$ cat config.mk
export PLATFORM = sky130hd
export DESIGN_NAME = pkt_loopback_n_flat
export DESIGN_NICKNAME = d
export VERILOG_FILES = /design/src/rtl/pkt_loopback_n_if.sv /design/src/rtl/pkt_loopback_n.sv /design/src/flat_wrapper.sv
export SDC_FILE = /design/constraint.sdc
export NUM_CORES = 1
export LEC_CHECK = 0
export ABC_AREA = 1
export CORE_ASPECT_RATIO = 1.2
export CORE_UTILIZATION = 45
export CTS_BUF_LIST = sky130_fd_sc_hd__clkbuf_2
export CTS_CLUSTER_DIAMETER = 40
export DETAILED_ROUTE_END_ITERATION = 8
export PLACE_DENSITY_LB_ADDON = 0.25
export SYNTH_ARGS = -nofsm -noshare
export SYNTH_HDL_FRONTEND = slang
export SYNTH_SLANG_ARGS = --single-unit
$ cat constraint.sdc
create_clock -name clk -period 3.14 [get_ports clk]
set_input_delay 0.628 -clock clk [delete_from_list [all_inputs] [get_ports clk]]
set_output_delay 0.628 -clock clk [all_outputs]
set_load 0.01 [all_outputs]
$ cat src/rtl/pkt_loopback_n_if.sv
// Packet bus bundle for the loopback reflector: one strobe plus packed
// source/target/data fields per port (port i at [i*W +: W]).
//   master : drives valid/source/target/data
//   slave  : receives valid/source/target/data
interface pkt_loopback_n_if #(
  parameter int unsigned NUM_PORTS = 4,
  parameter int unsigned DATA_W    = 8,
  parameter int unsigned SRC_W     = 2,
  parameter int unsigned TGT_W     = 4
);
  logic [NUM_PORTS-1:0]        valid;
  logic [NUM_PORTS*SRC_W-1:0]  source;
  logic [NUM_PORTS*TGT_W-1:0]  target;
  logic [NUM_PORTS*DATA_W-1:0] data;

  modport master (output valid, source, target, data);
  modport slave  (input  valid, source, target, data);
endinterface

$ cat src/rtl/pkt_loopback_n.sv
// Loopback/reflector for the switch port protocol. Packets arriving on
// in_bus are queued in per-output FIFOs and re-emitted on out_bus, either on
// the same port (route_en=0) or on the lowest port named in the one-hot
// target (route_en=1). Each output paces itself with GAP idle cycles.
//   clk, rst     : single clock, synchronous active-high reset
//   route_en     : 0 = self loopback, 1 = route by target
//   in_bus       : incoming packets (slave)
//   out_bus      : emitted packets, fields zero when not valid (master)
//   drop_cnt     : saturating per-input-port dropped-packet counters
//   fifo_empty   : per-output FIFO empty flags
module pkt_loopback_n #(
  parameter int unsigned NUM_PORTS = 4,
  parameter int unsigned DATA_W    = 8,
  parameter int unsigned SRC_W     = 2,
  parameter int unsigned TGT_W     = 4,
  parameter int unsigned DEPTH     = 4,
  parameter int unsigned GAP       = 0,
  parameter int unsigned CNT_W     = 8
) (
  input  logic                       clk,
  input  logic                       rst,
  input  logic                       route_en,
  pkt_loopback_n_if.slave            in_bus,
  pkt_loopback_n_if.master           out_bus,
  output logic [NUM_PORTS*CNT_W-1:0] drop_cnt,
  output logic [NUM_PORTS-1:0]       fifo_empty
);
  localparam int unsigned PTR_W   = $clog2(DEPTH);
  localparam int unsigned OCC_W   = $clog2(DEPTH + 1);
  localparam int unsigned GAP_W   = (GAP > 0) ? $clog2(GAP + 1) : 1;
  localparam int unsigned IDX_W   = (NUM_PORTS > 1) ? $clog2(NUM_PORTS) : 1;
  localparam bit          HAS_GAP = (GAP != 0);

  typedef struct packed {
    logic [SRC_W-1:0]  src;
    logic [TGT_W-1:0]  tgt;
    logic [DATA_W-1:0] data;
  } pkt_t;

  typedef enum logic {S_IDLE, S_GAP_WAIT} state_e;

  pkt_t                 in_pkt     [NUM_PORTS];
  logic [NUM_PORTS-1:0] in_has_dst;
  logic [IDX_W-1:0]     in_dst     [NUM_PORTS];
  logic [NUM_PORTS-1:0] wr_en, drop, pop, accept;
  pkt_t                 wr_pkt     [NUM_PORTS];

  pkt_t             mem_q     [NUM_PORTS][DEPTH];
  pkt_t             mem_d     [NUM_PORTS][DEPTH];
  logic [PTR_W-1:0] rd_ptr_q  [NUM_PORTS];
  logic [PTR_W-1:0] rd_ptr_d  [NUM_PORTS];
  logic [PTR_W-1:0] wr_ptr_q  [NUM_PORTS];
  logic [PTR_W-1:0] wr_ptr_d  [NUM_PORTS];
  logic [OCC_W-1:0] occ_q     [NUM_PORTS];
  logic [OCC_W-1:0] occ_d     [NUM_PORTS];
  state_e           state_q   [NUM_PORTS];
  state_e           state_d   [NUM_PORTS];
  logic [GAP_W-1:0] gap_q     [NUM_PORTS];
  logic [GAP_W-1:0] gap_d     [NUM_PORTS];
  pkt_t             out_pkt_q [NUM_PORTS];
  pkt_t             out_pkt_d [NUM_PORTS];
  logic [CNT_W-1:0] drop_q    [NUM_PORTS];
  logic [CNT_W-1:0] drop_d    [NUM_PORTS];
  logic [NUM_PORTS-1:0] valid_out_q, valid_out_d;
  logic [NUM_PORTS-1:0] fifo_empty_q, fifo_empty_d;

  // valid_out_q is asserted exactly in the cycle a head packet leaves its FIFO
  assign pop = valid_out_q;

  // Unpack inputs and resolve each input's destination port
  always_comb begin
    for (int i = 0; i < int'(NUM_PORTS); i++) begin
      in_pkt[i].src  = in_bus.source[i*SRC_W +: SRC_W];
      in_pkt[i].tgt  = in_bus.target[i*TGT_W +: TGT_W];
      in_pkt[i].data = in_bus.data[i*DATA_W +: DATA_W];
      in_has_dst[i]  = 1'b0;
      in_dst[i]      = '0;
      if (!route_en) begin
        in_has_dst[i] = 1'b1;
        in_dst[i]     = IDX_W'(i);
      end else begin
        // descending scan so the lowest set bit is the last one to land
        for (int b = int'(TGT_W) - 1; b >= 0; b--) begin
          if (in_bus.target[i*TGT_W + b]) begin
            in_has_dst[i] = 1'b1;
            in_dst[i]     = IDX_W'(b);
          end
        end
      end
    end
  end

  // Per-output arbitration (lowest input wins) and drop detection
  always_comb begin
    wr_en = '0;
    drop  = '0;
    for (int p = 0; p < int'(NUM_PORTS); p++) begin
      wr_pkt[p] = '0;
      // a full FIFO still takes a packet when its head leaves this cycle
      accept[p] = (occ_q[p] != OCC_W'(DEPTH)) || pop[p];
    end
    for (int i = 0; i < int'(NUM_PORTS); i++) begin
      if (in_bus.valid[i]) begin
        if (!in_has_dst[i]) begin
          drop[i] = 1'b1;
        end else begin
          for (int p = 0; p < int'(NUM_PORTS); p++) begin
            if (in_dst[i] == IDX_W'(p)) begin
              if (wr_en[p] || !accept[p]) begin
                drop[i] = 1'b1;
              end else begin
                wr_en[p]  = 1'b1;
                wr_pkt[p] = in_pkt[i];
              end
            end
          end
        end
      end
    end
  end

  // FIFO bookkeeping, scheduler next state and look-ahead output registers
  always_comb begin
    mem_d = mem_q;
    for (int p = 0; p < int'(NUM_PORTS); p++) begin
      state_d[p]  = state_q[p];
      gap_d[p]    = gap_q[p];
      rd_ptr_d[p] = rd_ptr_q[p] + PTR_W'(pop[p]);
      wr_ptr_d[p] = wr_ptr_q[p] + PTR_W'(wr_en[p]);
      occ_d[p]    = occ_q[p] + OCC_W'(wr_en[p]) - OCC_W'(pop[p]);
      if (wr_en[p]) mem_d[p][wr_ptr_q[p]] = wr_pkt[p];

      case (state_q[p])
        S_IDLE: begin
          if (pop[p] && HAS_GAP) begin
            state_d[p] = S_GAP_WAIT;
            gap_d[p]   = GAP_W'(GAP);
          end
        end
        S_GAP_WAIT: begin
          gap_d[p] = gap_q[p] - GAP_W'(1);
          if (gap_q[p] <= GAP_W'(1)) state_d[p] = S_IDLE;
        end
        default: state_d[p] = S_IDLE;
      endcase

      // next cycle's emission is known now, so the outputs can be flops
      valid_out_d[p]  = (state_d[p] == S_IDLE) && (occ_d[p] != '0);
      out_pkt_d[p]    = valid_out_d[p] ? mem_d[p][rd_ptr_d[p]] : '0;
      fifo_empty_d[p] = (occ_d[p] == '0);
      drop_d[p]       = (drop[p] && (drop_q[p] != '1)) ? drop_q[p] + CNT_W'(1) : drop_q[p];
    end
  end

  // Control and output state
  always_ff @(posedge clk) begin
    if (rst) begin
      valid_out_q  <= '0;
      fifo_empty_q <= '1;
      for (int p = 0; p < int'(NUM_PORTS); p++) begin
        rd_ptr_q[p]  <= '0;
        wr_ptr_q[p]  <= '0;
        occ_q[p]     <= '0;
        state_q[p]   <= S_IDLE;
        gap_q[p]     <= '0;
        out_pkt_q[p] <= '0;
        drop_q[p]    <= '0;
      end
    end else begin
      valid_out_q  <= valid_out_d;
      fifo_empty_q <= fifo_empty_d;
      for (int p = 0; p < int'(NUM_PORTS); p++) begin
        rd_ptr_q[p]  <= rd_ptr_d[p];
        wr_ptr_q[p]  <= wr_ptr_d[p];
        occ_q[p]     <= occ_d[p];
        state_q[p]   <= state_d[p];
        gap_q[p]     <= gap_d[p];
        out_pkt_q[p] <= out_pkt_d[p];
        drop_q[p]    <= drop_d[p];
      end
    end
  end

  // Packet storage; contents are don't-care while the occupancy is zero
  always_ff @(posedge clk) begin
    mem_q <= mem_d;
  end

  assign out_bus.valid = valid_out_q;
  assign fifo_empty    = fifo_empty_q;

  for (genvar p = 0; p < int'(NUM_PORTS); p++) begin : g_out
    assign out_bus.source[p*SRC_W +: SRC_W]  = out_pkt_q[p].src;
    assign out_bus.target[p*TGT_W +: TGT_W]  = out_pkt_q[p].tgt;
    assign out_bus.data[p*DATA_W +: DATA_W]  = out_pkt_q[p].data;
    assign drop_cnt[p*CNT_W +: CNT_W]        = drop_q[p];
  end
endmodule
$ cat src/flat_wrapper.sv
// flat-port wrapper written by rule: the top's interface ports become plain ports
module pkt_loopback_n_flat 
#(
  parameter int unsigned NUM_PORTS = 4,
  parameter int unsigned DATA_W    = 8,
  parameter int unsigned SRC_W     = 2,
  parameter int unsigned TGT_W     = 4,
  parameter int unsigned DEPTH     = 4,
  parameter int unsigned GAP       = 0,
  parameter int unsigned CNT_W     = 8
)
  (clk, rst, route_en, drop_cnt, fifo_empty, in_bus_valid, in_bus_source, in_bus_target, in_bus_data, out_bus_valid, out_bus_source, out_bus_target, out_bus_data);
  pkt_loopback_n_if #(.NUM_PORTS(NUM_PORTS), .DATA_W(DATA_W), .SRC_W(SRC_W), .TGT_W(TGT_W)) in_bus_i ();
  pkt_loopback_n_if #(.NUM_PORTS(NUM_PORTS), .DATA_W(DATA_W), .SRC_W(SRC_W), .TGT_W(TGT_W)) out_bus_i ();
  input  logic clk;
  input  logic rst;
  input  logic route_en;
  output logic [NUM_PORTS*CNT_W-1:0] drop_cnt;
  output logic [NUM_PORTS-1:0] fifo_empty;
  input wire logic [$bits(in_bus_i.valid)-1:0] in_bus_valid;
  input wire logic [$bits(in_bus_i.source)-1:0] in_bus_source;
  input wire logic [$bits(in_bus_i.target)-1:0] in_bus_target;
  input wire logic [$bits(in_bus_i.data)-1:0] in_bus_data;
  output wire logic [$bits(out_bus_i.valid)-1:0] out_bus_valid;
  output wire logic [$bits(out_bus_i.source)-1:0] out_bus_source;
  output wire logic [$bits(out_bus_i.target)-1:0] out_bus_target;
  output wire logic [$bits(out_bus_i.data)-1:0] out_bus_data;
  assign in_bus_i.valid = in_bus_valid;
  assign in_bus_i.source = in_bus_source;
  assign in_bus_i.target = in_bus_target;
  assign in_bus_i.data = in_bus_data;
  assign out_bus_valid = out_bus_i.valid;
  assign out_bus_source = out_bus_i.source;
  assign out_bus_target = out_bus_i.target;
  assign out_bus_data = out_bus_i.data;
  pkt_loopback_n #(.NUM_PORTS(NUM_PORTS), .DATA_W(DATA_W), .SRC_W(SRC_W), .TGT_W(TGT_W), .DEPTH(DEPTH), .GAP(GAP), .CNT_W(CNT_W)) u_core (.clk(clk), .rst(rst), .route_en(route_en), .in_bus(in_bus_i), .out_bus(out_bus_i), .drop_cnt(drop_cnt), .fifo_empty(fifo_empty));
endmodule
==> run_results.csv <==
group,metric,value,unit
status,status,"finished clean",
place,post-dp-hpwl,39.2,mm
worst_setup_path,cpMostUsedCell,"inv_1",
cts,post_cts_buffers,0,
power_and_ir_drop,total_power,19.9,mW
cts,root_buffer,"clkbuf_2",
place,gp_congestion,0.976,
global_routing,grt_max_degree,50,
synthesis,async_flop_share,0,%
cells_and_area,multi_input_area,8470,um^2
cells_and_area,final_common_cell,"nand2_1",
global_routing,grt_pass1_wl,87.3,mm
cts,path_clk_slew,0.11,ns
synthesis,synth_seq_cells,348,
sta,final_hold_viol_count,0,
place,placed_area,20300,um^2
worst_setup_path,critPathKind,"reg2reg",
floorplanning,row_count,76,
routing,final_antenna_net_count,0,
sta,finClkSkew,0.0386,ns
floorplanning,die_h,212,um
global_routing,grt-ovfl-total,0,
routing,avgRoutedWirePerCell,16.5,um
worst_hold_path,hp-class,"in2reg",
cts,ctsLongestPathBuffers,3,
worst_setup_path,critPathBufInv,5,
sta,finalSetupViolations,0,
synthesis,synth_cell_types,43,
floorplanning,dieArea,37600,um^2
synthesis,synth_area,16600,um^2
synthesis,yosysSeqAreaShare,42.1,%
sta,maxSlewViolCount,0,
routing,vias,17900,
sta,rsz0062_at_grt,"no",
sta,tns,0,ns
run,drv_cap,0,
synthesis,synth_edf_count,0,
synthesis,syn_avg_cell_area,6.81,um^2
cells_and_area,seqCellArea,6970,um^2
synthesis,yosys_warnings,0,
routing,finalWirelength,55.2,mm
synthesis,synth_ff_type,"dfxtp_1",
worst_setup_path,critPathMaxFanout,16,
worst_setup_path,cp_slowest_cell,"fa_1",
cells_and_area,layout_common_cells,"853 x nand2_1, 588 x nand3_1, 348 x dfxtp_1",
sta,finalCritPeriodShare,89.9,%
power_and_ir_drop,ir_drop,0.626,mV
power_and_ir_drop,power_density,943,nW/um^2
sta,slew_headroom,23.3,%
cells_and_area,finalInstanceArea,21100,um^2
global_routing,antenna_found_initial,2,
cts,clkSinkCount,348,
cts,cts_buffers,88,
cells_and_area,final_util,58.6,%
cells_and_area,fin_cells,3349,
routing,post-route-drc-count,0,
global_routing,track_usage,29.6,%
cells_and_area,n_fill_cell,3447,
routing,routed_via_density,5.35,
worst_setup_path,cp-start-kind,"flop",
sta,holdWs,0.241,ns
sta,tightestPinTransition,1.15,ns
worst_setup_path,worstPathArrival,3.73,ns
cts,cts_tree,"built",
place,dpl_worst_slack,-0.529,ns
floorplanning,start_util,45.9,%
worst_setup_path,critPathTopFamily,"simple AND/OR/NAND/NOR gates",
floorplanning,die_x,177,um
synthesis,synthCells,2431,
global_routing,grt_pass1_vias,17100,
sta,period_minus_slack,2.82,ns
synthesis,syn-num-nets,2518,
worst_setup_path,worstPathCellList,"inv_1 -> nand2_1 -> nor3_4 -> inv_1 -> nand3_1 -> inv_1 -> a21oi_1 -> nand2_1 -> ha_1 -> fa_1 -> xor2_1 -> inv_1 -> nand3_1 -> nand2_1 -> buf_12 -> a21oi_1",
worst_setup_path,cp_slowest_stage_delay,0.40,ns
worst_setup_path,end_kind,"flop",
cts,cts_max_level,3,
cts,clk_latency,0.99,ns
routing,drt_first_pass_iters,8,
cells_and_area,syn_to_final_growth,27.5,%
place,port-buffer-count,158,
routing,drt_iter0_markers,1667,
floorplanning,num_io_pins,159,
cells_and_area,finalNetCount,2900,
floorplanning,fp.coreArea,36000,um^2
worst_setup_path,worstPathRequired,4.05,ns
sta,max_freq,354,MHz
cells_and_area,final_layout_size_suffix_gt1_share,15.5,%
power_and_ir_drop,p_leak,10.6,nW
place,place_inst,3191,
sta,fin_ws,0.318,ns
report_power, final:
group / internal [mW] / switching, mW / total (mW) / leakage (nW)
registers: 6.19 / 0.586 / 6.77 / 2.88
clock network: 1.24 / 1.89 / 3.13 / 0.616
logic: 4.11 / 5.90 / 10.0 / 7.13
total: 11.5 / 8.37 / 19.9 / 10.6
path summary, 6_finish.rpt:
| check | from | end | slack [ns] | depth (start not counted) |
|---|---|---|---|---|
| worst max-delay path | u_core.occ_q[0][7] | u_core.out_pkt_q[0][31] | 0.32 | 16 |
| worst min-delay path | rst | u_core.wr_ptr_q[2][0] | 0.24 | 3 |
| worst max register to register | u_core.occ_q[0][7] | u_core.out_pkt_q[0][31] | 0.32 | 16 |
| worst min register to register | u_core.mem_q[8] | u_core.mem_q[8] | 0.45 | 2 |
logic make-up (layout without fill, tap and decap cells):
logic type | count (synthesis) | after routing | synth area share (%)
DFF | 348 | 348 | 42.1
and+or+nand+nor | 1621 | 1621 | 43.2
buffers and inverters | 277 | 724 | 6.79
other | 0 | 3 | 0
xor gates and xnor gates | 33 | 33 | 1.75
adders and majority gates | 24 | 24 | 2.00
AOI/OAI and AO/OA | 128 | 128 | 4.17
sequential cells by signal, summed over array words and instances (netlist names):
| signal | count |
|---|---|
| u_core.out_pkt_q | 56 |
| u_core.fifo_empty | 4 |
| u_core.occ_q | 12 |
| u_core.rd_ptr_q | 8 |
| u_core.drop_q | 32 |
| u_core.wr_ptr_q | 8 |
| u_core.out_bus.valid | 4 |
| u_core.mem_q | 224 |
per-layer routing:
metal,vias up,routed length (um),global-route usage [%]
met4,0,2110,13.6
met2,732,25300,48.4
met1,8320,23300,36.9
li1,8750,-,-
met5,-,0,0
met3,129,4490,6.42
cell type report:
cell class	instances	share of cell area, %
clock buffer	126	2.99
multi-input combinational	1806	40.1
inverter	163	2.92
timing repair buffer	406	17.3
tap	468	2.77
antenna	3	0.0356
clock inverter	29	0.824
sequential	348	33.0
synth_stat cells (14+ instances only):
| cell type | instances | area, um^2 |
|---|---|---|
| nand2_2 | 14 | 87.6 |
| nand4_1 | 18 | 113 |
| clkbuf_1 | 65 | 244 |
| o21ai_0 | 16 | 80.1 |
| nand3_1 | 588 | 2940 |
| xnor2_1 | 16 | 140 |
| nand2_1 | 853 | 3200 |
| dfxtp_1 | 348 | 6970 |
| xor2_1 | 17 | 149 |
| ha_1 | 20 | 250 |
| buf_2 | 30 | 150 |
| a21oi_1 | 97 | 485 |
| nor2_1 | 103 | 387 |
| inv_1 | 154 | 578 |
tightest hold or removal path, stage by stage:
cell and delay [ns]:
buf_2 0.10, buf_4 0.31, nor2_1 0.15
what timing repair did:
| action | CTS | global route |
|---|---|---|
| hold buffers | 0 | 0 |
| setup endpoints to repair | 0 | 1 |
| resized for setup | 0 | 1 |
Note: power is estimated with default switching activity, not from simulation.
